--- config.mk ---
export PLATFORM = sky130hd
export DESIGN_NAME = dequantize
export DESIGN_NICKNAME = d
export VERILOG_FILES = /design/src/rtl/dequantize.sv
export SDC_FILE = /design/constraint.sdc
export NUM_CORES = 1
export LEC_CHECK = 0
export CELL_PAD_IN_SITES_DETAIL_PLACEMENT = 0
export CELL_PAD_IN_SITES_GLOBAL_PLACEMENT = 1
export CORE_AREA = 2 2 132 70
export DETAILED_ROUTE_END_ITERATION = 12
export DIE_AREA = 0 0 134 72
export MAX_ROUTING_LAYER = met4
export PLACE_DENSITY = 0.85
export SYNTH_ARGS = -nofsm -noshare
export SYNTH_HDL_FRONTEND = slang
export SYNTH_SLANG_ARGS = --single-unit
--- constraint.sdc ---
create_clock -name clk_i -period 9.9 [get_ports clk_i]
set_input_delay 1.98 -clock clk_i [delete_from_list [all_inputs] [get_ports clk_i]]
set_output_delay 1.98 -clock clk_i [all_outputs]
set_load 0.01 [all_outputs]
--- src/rtl/dequantize.sv ---
// dequantize: expands a burst of VEC_LEN signed int8 values to 32-bit signed
// fixed point as (q - zero_point) * SCALE, through a two-stage pipeline.
//
// Ports
//   clk_i      clock, rising edge
//   rstn_i     asynchronous active-low reset
//   i_start    burst start pulse, accepted only in IDLE (latches zp_i)
//   i_dq_en    input beat valid; din_i is taken when high in RUN
//   din_i      signed int8 quantized value
//   zp_i       signed zero point
//   o_dqout    signed dequantized value, 0 when o_dqvalid is low
//   o_dqvalid  o_dqout valid this cycle
//   done_o     pulse alongside the last o_dqvalid of a burst
//   o_busy     high in RUN and DRAIN
//   o_err      sticky protocol error, cleared by reset or an accepted i_start
//
// state | meaning
// IDLE  | waiting for i_start
// RUN   | accepting beats until VEC_LEN have been taken
// DRAIN | last beat is moving through the two pipeline stages (2 cycles)
module dequantize #(
    parameter int unsigned SCALE   = 2408,
    parameter int unsigned VEC_LEN = 8
) (
    input  logic               clk_i,
    input  logic               rstn_i,
    input  logic               i_start,
    input  logic               i_dq_en,
    input  logic signed [7:0]  din_i,
    input  logic signed [7:0]  zp_i,
    output logic signed [31:0] o_dqout,
    output logic               o_dqvalid,
    output logic               done_o,
    output logic               o_busy,
    output logic               o_err
);

    typedef enum logic [1:0] {IDLE, RUN, DRAIN} state_t;

    localparam logic [7:0]         LAST_IDX = 8'(VEC_LEN - 1);
    localparam logic signed [31:0] SCALE_S  = 32'(SCALE);

    state_t state_q, state_d;

    logic [7:0]         cnt_q;
    logic signed [7:0]  zp_q;
    logic               err_q;

    logic               s1_valid_q, s1_last_q;
    logic signed [8:0]  s1_diff_q;
    logic               s2_valid_q, s2_last_q;
    logic signed [31:0] s2_data_q;

    logic               start_acc, beat_acc, last_beat, err_ev, burst_done;
    logic signed [8:0]  diff_c;
    logic signed [31:0] diff_w, prod_c;

    assign start_acc  = i_start && (state_q == IDLE);
    assign beat_acc   = i_dq_en && (state_q == RUN);
    assign last_beat  = beat_acc && (cnt_q == LAST_IDX);
    assign burst_done = s2_valid_q && s2_last_q;

    // A beat arriving together with an accepted start is silently ignored.
    assign err_ev = (i_start && (state_q != IDLE))
                 || (i_dq_en && (((state_q == IDLE) && !i_start) || (state_q == DRAIN)));

    // Sign-extend both operands to 9 bits so the full int8 range difference fits.
    assign diff_c = {din_i[7], din_i} - {zp_q[7], zp_q};
    assign diff_w = 32'(s1_diff_q);
    assign prod_c = diff_w * SCALE_S;

    // State register
    always_ff @(posedge clk_i or negedge rstn_i) begin
        if (!rstn_i) state_q <= IDLE;
        else         state_q <= state_d;
    end

    // Next-state logic
    always_comb begin
        state_d = state_q;
        case (state_q)
            IDLE:    if (start_acc)  state_d = RUN;
            RUN:     if (last_beat)  state_d = DRAIN;
            DRAIN:   if (burst_done) state_d = IDLE;
            default: state_d = IDLE;
        endcase
    end

    // Output logic
    always_comb begin
        o_busy = (state_q == RUN) || (state_q == DRAIN);
    end

    always_ff @(posedge clk_i or negedge rstn_i) begin
        if (!rstn_i) begin
            cnt_q <= '0;
            zp_q  <= '0;
            err_q <= 1'b0;
        end else begin
            if (state_d == IDLE)   cnt_q <= '0;
            else if (beat_acc)     cnt_q <= cnt_q + 8'd1;

            if (start_acc)         zp_q <= zp_i;

            if (start_acc)         err_q <= 1'b0;
            else if (err_ev)       err_q <= 1'b1;
        end
    end

    always_ff @(posedge clk_i or negedge rstn_i) begin
        if (!rstn_i) begin
            s1_valid_q <= 1'b0;
            s1_last_q  <= 1'b0;
            s1_diff_q  <= '0;
            s2_valid_q <= 1'b0;
            s2_last_q  <= 1'b0;
            s2_data_q  <= '0;
        end else begin
            s1_valid_q <= beat_acc;
            s1_last_q  <= last_beat;
            s1_diff_q  <= beat_acc ? diff_c : 9'sd0;
            s2_valid_q <= s1_valid_q;
            s2_last_q  <= s1_valid_q && s1_last_q;
            // Held at zero between valid beats so o_dqout reads 0 when idle.
            s2_data_q  <= s1_valid_q ? prod_c : 32'sd0;
        end
    end

    assign o_dqout   = s2_data_q;
    assign o_dqvalid = s2_valid_q;
    assign done_o    = burst_done;
    assign o_err     = err_q;

endmodule

# --- Word level (Yosys, flattened, before mapping) ---
# Index checks and enable logic that the tools add are counted.
# Widths: inputs -> output; s select.
word_totals:
  ff_bits: 64
  inputBits: 20
  output_inout_bits: 36
op_classes:
  n_addsub: 2
  multipliers: 1
  eq_ne: 3
  mux: 10
  reduce_logical: 17
ops:
  columns: ["op", "count"]
  rows:
  - ["$mux 32", 1]
  - ["$mul 9x10->19 const B", 1]
  - ["$mux 8", 2]
  - ["$mux 9", 1]
  - ["$sub 8x8->9", 1]
  - ["$add 8x1->8 const B", 1]
  - ["$eq 8x3->1 const B", 1]
  - ["$logic_and 1x1->1", 8]
  - ["$mux 2", 3]
  - ["$pmux 2 s3", 1]
  - ["$reduce_bool 2->1", 3]
  - ["$logic_not 2->1", 2]
  - ["$logic_or 1x1->1", 3]
  - ["$eq 2x1->1 const B", 1]
  - ["$eq 2x2->1 const B", 1]
  - ["$mux 1", 2]
  - ["$logic_not 1->1", 1]

# --- Depth between registers and ports, before layout ---
logic_depth:
  depth_word: 7
  depth_mapped: 14
  depth_no_buf: 14

# --- Worst setup path before layout ---
# No wires, ideal clock.
synth_timing:
  path_type: "reg-to-reg"
  start: "reg s1_diff_q[6]"
  end: "reg s2_data_q[19] (netlist: o_dqout[19])"
  t_arrival_ns: 3.872
  setup_slack_ns: 5.949
  stages_incl_launch_ff: 14
  path_buffers: 0
  synth_period_minus_slack_ns: 3.951
  path_cell_list: "dfrtp_1 > fa_1 > inv_1 > fa_1 > inv_1 > fa_1 > fa_1 > ha_1 > ha_1 > a21oi_1 > o211a_1 > nor2_1 > a311oi_1 > mux2i_1"
synth_via:
  elab_chain_len: 2
synth_rtl:
  columns: ["item", "line_no", "text"]
  rows:
  - ["start: declaration", "50", "logic signed [8:0] s1_diff_q;"]
  - ["start signal: assignment", "121", "s1_diff_q <= beat_acc ? diff_c : 9'sd0;"]
  - ["$mul 9x10->19", "70", "assign prod_c = diff_w * SCALE_S;"]
  - ["$mux 32", "125", "s2_data_q <= s1_valid_q ? prod_c : 32'sd0;"]
  - ["end signal: assignment", "125", null]
  - ["end: declaration", "52", "logic signed [31:0] s2_data_q;"]
# No other way between the ends.
# A chain may end at the register's enable or synchronous reset.

# --- Final worst setup path ---
layout_timing:
  start: "reg s1_diff_q[8]"
  end: "reg s2_data_q[18] (netlist: o_dqout[18])"
# The elaborated chain is that of the path after synthesis.

==> flow_metrics.env <==
export IMPL_detailed_place_area_sq_um=4443
export IMPL_coreArea_sq_um=8438
export IMPL_ys_dominant_reg_cell="sky130_fd_sc_hd__dfrtp_1"
export IMPL_overflow=0
export IMPL_detail_route_vias_per_cell=5.032
export IMPL_hold_worst_slack_ns=0.4631
export IMPL_max_cap_violations=0
export IMPL_final_common_cell="sky130_fd_sc_hd__ha_1"
export IMPL_detailed_place_hpwl_mm=6.010
export IMPL_max_slew_worst_pin_slew_ns=0.6628
export IMPL_detailroute_via_count=2687
export IMPL_report_final_hold_viol_count=0
export IMPL_cts_buffers_inserted=5
export IMPL_register_area_sq_um=1276
export IMPL_power_density_cell_area_nw_per_um2=291.9
export IMPL_mean_routed_wirelength_per_cell_um=14.45
export IMPL_antenna_diode_count=0
export IMPL_share_of_power_burned_in_combinational_logic=0.624
export IMPL_timing_setup_tns_ns=0
export IMPL_netSwitchingFraction=0.4508
export IMPL_class_of_the_most_critical_hold_timing_path="reg2reg"
export IMPL_cellInternalPower_w=0.0007369
export IMPL_post_synth_cell_area_avg_sq_um=10.45
export IMPL_power_frac_seq=0.237
export IMPL_die_h_um=72
export IMPL_final_util=0.5448
export IMPL_syn_cell_area_sq_um=3879
export IMPL_timing_max_slew_rel_slack=0.5581
export IMPL_fp_row_count=24
export IMPL_max_freq_mhz=233.8
export IMPL_cts_hold_buffers_added=0
export IMPL_timing_final_crit_period_ns=4.277
export IMPL_crit_path_start_kind="flop"
export IMPL_cts_repair_resized=0
export IMPL_synth_cell_type_count=47
export IMPL_dieWidth_um=134
export IMPL_finalWirelength_mm=7.717
export IMPL_net_switching_power_of_the_design_w=0.0006049
export IMPL_drv_slew=0
export IMPL_power_ir_vdd_worst_mv=0.1574
export IMPL_critPathKind="reg2reg"
export IMPL_multi_input_comb_area_sq_um=2310
export IMPL_drt_pass1_iter_count=4
export IMPL_post_cts_setup_buffer_count=0
export IMPL_synth_enable_flop_cells=0
export IMPL_synth_seq_cells=51
export IMPL_synthesis_instances=371
export IMPL_clock_path_buffers=2
export IMPL_number_of_antenna_violations_at_the_first_check_in_global_routing=0
export IMPL_critPathCaptureType="flop"
export IMPL_cts_tree="yes"
export IMPL_die_outline_area_sq_um=9648
export IMPL_maximum_number_of_pins_on_one_net_before_global_route_repair=52
export IMPL_groute_usage_overall=0.1792
export IMPL_clk_insertion_delay_late_ns=0.30
export IMPL_first_global_vias=2598
export IMPL_starting_density_of_the_core=0.4597
export IMPL_asyncSetResetFlopFracSynth=1.000
export IMPL_clk_root_buffer_cell="sky130_fd_sc_hd__clkbuf_16"
export IMPL_cts_sinks=51
export IMPL_setup_viol_count_final=0
export IMPL_post_route_cells_drive_above_1_share=0.05516
export IMPL_drcViolationCount=0
export IMPL_filler_cell_count=723
export IMPL_mostFrequentLayoutCells="73 x sky130_fd_sc_hd__ha_1, 51 x sky130_fd_sc_hd__dfrtp_1, 51 x sky130_fd_sc_hd__clkdlybuf4s50_1, 49 x sky130_fd_sc_hd__inv_1, 23 x sky130_fd_sc_hd__nor2_1"
export IMPL_cts_htree_levels=2
export IMPL_global_route_wire_length_before_repair_mm=13.03
export IMPL_design_final_nets=527
export IMPL_worstPathMaxFanout=6
export IMPL_synth_seq_area_share=0.3290
export IMPL_finalCritPeriodShare=0.4320
export IMPL_ys_warn_count=0
export IMPL_numPortBuffers=52
export IMPL_cp_arrival_ns=4.46
export IMPL_cts_clk_slew_worst_paths_ns=0.08
export IMPL_worst_path_required_ns=10.09
export IMPL_total_leakage_power_nw=2.383
export IMPL_setup_repair_after_global_routing_missed_its_margin="false"
export IMPL_run_status="finished clean"
export IMPL_p_clk_frac=0.139
export IMPL_finalClockSkew_ns=0.007251
export IMPL_ios=56
export IMPL_antenna_violating_nets_post_route=0
export IMPL_drt_iter0_markers=131
export IMPL_place_gp_congestion=0.8522
export IMPL_flow_area_growth_from_synthesis_pct=18.52
export IMPL_final_area_sq_um=4597
-- stage by stage --
stage               worst slack, ns  instances  power [W]
floorplan                     5.949        373  0.0009237
CTS                           5.640        534   0.001353
detailed placement            5.664        526   0.001150
global placement              5.740        526   0.001137
finish                        5.623        534   0.001342
global route                  5.449        534   0.001483
-- path summary, 6_finish.rpt --
| path | start | to | slack (ns) | depth (start not counted) |
|---|---|---|---|---|
| max in group asynchronous | rstn_i | s1_diff_q[5]$_DFF_PN0_ | 7.66 | 2 |
| min reg2reg | s1_last_q$_DFF_PN0_ | s2_last_q$_DFF_PN0_ | 0.46 | 1 |
| max | s1_diff_q[8]$_DFF_PN0_ | o_dqout[18]$_DFF_PN0_ | 5.62 | 13 |
| min in group asynchronous | rstn_i | o_dqout[10]$_DFF_PN0_ | 1.79 | 2 |
| min | s1_last_q$_DFF_PN0_ | s2_last_q$_DFF_PN0_ | 0.46 | 1 |
| max reg2reg | s1_diff_q[8]$_DFF_PN0_ | o_dqout[18]$_DFF_PN0_ | 5.62 | 13 |
-- logic make-up after synthesis --
kind of cell               after synthesis  synth area share
muxes                                   11           0.03097
AOI/OAI and AO/OA                       49           0.08484
DFF                                     51            0.3290
other                                    1         0.0009668
adders and majority gates               91            0.3284
buffers and inverters                   67           0.07742
xor gates and xnor gates                16           0.03613
and+or+nand+nor                         85            0.1123
-- critical path, cell delays in order (launching register included) --
cell	delay (ns)
sky130_fd_sc_hd__dfrtp_1	0.51
sky130_fd_sc_hd__fa_1	0.42
sky130_fd_sc_hd__inv_1	0.07
sky130_fd_sc_hd__fa_1	0.40
sky130_fd_sc_hd__inv_1	0.08
sky130_fd_sc_hd__fa_1	0.44
sky130_fd_sc_hd__fa_1	0.49
sky130_fd_sc_hd__ha_1	0.31
sky130_fd_sc_hd__ha_1	0.37
sky130_fd_sc_hd__a21oi_1	0.24
sky130_fd_sc_hd__o211ai_1	0.25
sky130_fd_sc_hd__a41oi_1	0.36
sky130_fd_sc_hd__xor2_1	0.16
sky130_fd_sc_hd__nor2_1	0.05
-- power by group through the flow --
stage          Combinational [W]  Sequential [W]  Clock, W
2_1_floorplan           0.000608        0.000316         0
3_3_place_gp            0.000819        0.000318         0
3_5_place_dp            0.000827        0.000323         0
4_1_cts                 0.000844        0.000318  0.000192
5_1_grt                 0.000956        0.000327  0.000200
6_report                0.000838        0.000318  0.000186
-- sequential cells by signal (all words and copies together) (netlist names) --
register / flops
o_dqout: 19
s1_diff_q: 9
cnt_q: 8
zp_q: 8
state_q: 2
o_dqvalid: 1
o_err: 1
s1_last_q: 1
s1_valid_q: 1
s2_last_q: 1
-- synthesized netlist by cell type, types with 2 or more instances --
master	number	area, sq um
sky130_fd_sc_hd__nor2b_1	3	18.77
sky130_fd_sc_hd__nor3_1	4	20.02
sky130_fd_sc_hd__o21ai_0	8	40.04
sky130_fd_sc_hd__clkbuf_1	4	15.01
sky130_fd_sc_hd__mux2_2	8	90.09
sky130_fd_sc_hd__a21o_1	2	15.01
sky130_fd_sc_hd__nand3_1	10	50.05
sky130_fd_sc_hd__nand4_1	3	18.77
sky130_fd_sc_hd__xor2_1	8	70.07
sky130_fd_sc_hd__a311oi_1	2	17.52
sky130_fd_sc_hd__o211ai_1	3	22.52
sky130_fd_sc_hd__nor2_1	23	86.33
sky130_fd_sc_hd__fa_1	18	360.4
sky130_fd_sc_hd__buf_4	13	97.59
sky130_fd_sc_hd__nand2b_1	2	12.51
sky130_fd_sc_hd__ha_1	73	913.4
sky130_fd_sc_hd__and3_1	4	25.02
sky130_fd_sc_hd__nand2_1	15	56.30
sky130_fd_sc_hd__inv_1	49	183.9
sky130_fd_sc_hd__mux2i_1	3	30.03
sky130_fd_sc_hd__a21oi_1	17	85.08
sky130_fd_sc_hd__or4_1	4	30.03
sky130_fd_sc_hd__o22ai_1	2	12.51
sky130_fd_sc_hd__or3_1	2	12.51
sky130_fd_sc_hd__and2_1	10	62.56
sky130_fd_sc_hd__xnor2_1	8	70.07
sky130_fd_sc_hd__o21a_1	3	22.52
sky130_fd_sc_hd__dfrtp_1	51	1276
-- routing by layer --
metal  GRT usage  vias to the layer above  share of wire
li1            -                     1336              -
met1      0.2735                     1276           0.55
met2      0.2330                       66           0.38
met3     0.03843                        9          0.051
met4     0.05556                        0          0.012
met5           -                        -              0
-- area by class of cell --
type | count | share of cell area
clock buffers | 5 | 0.02722
flip-flops and latches | 51 | 0.2776
well taps | 117 | 0.03185
repair buffers | 53 | 0.1138
multi-input cells | 255 | 0.5025
inverters | 50 | 0.04083
clock inverters | 3 | 0.006260
No activity file was read; power rests on OpenSTA's default activity.
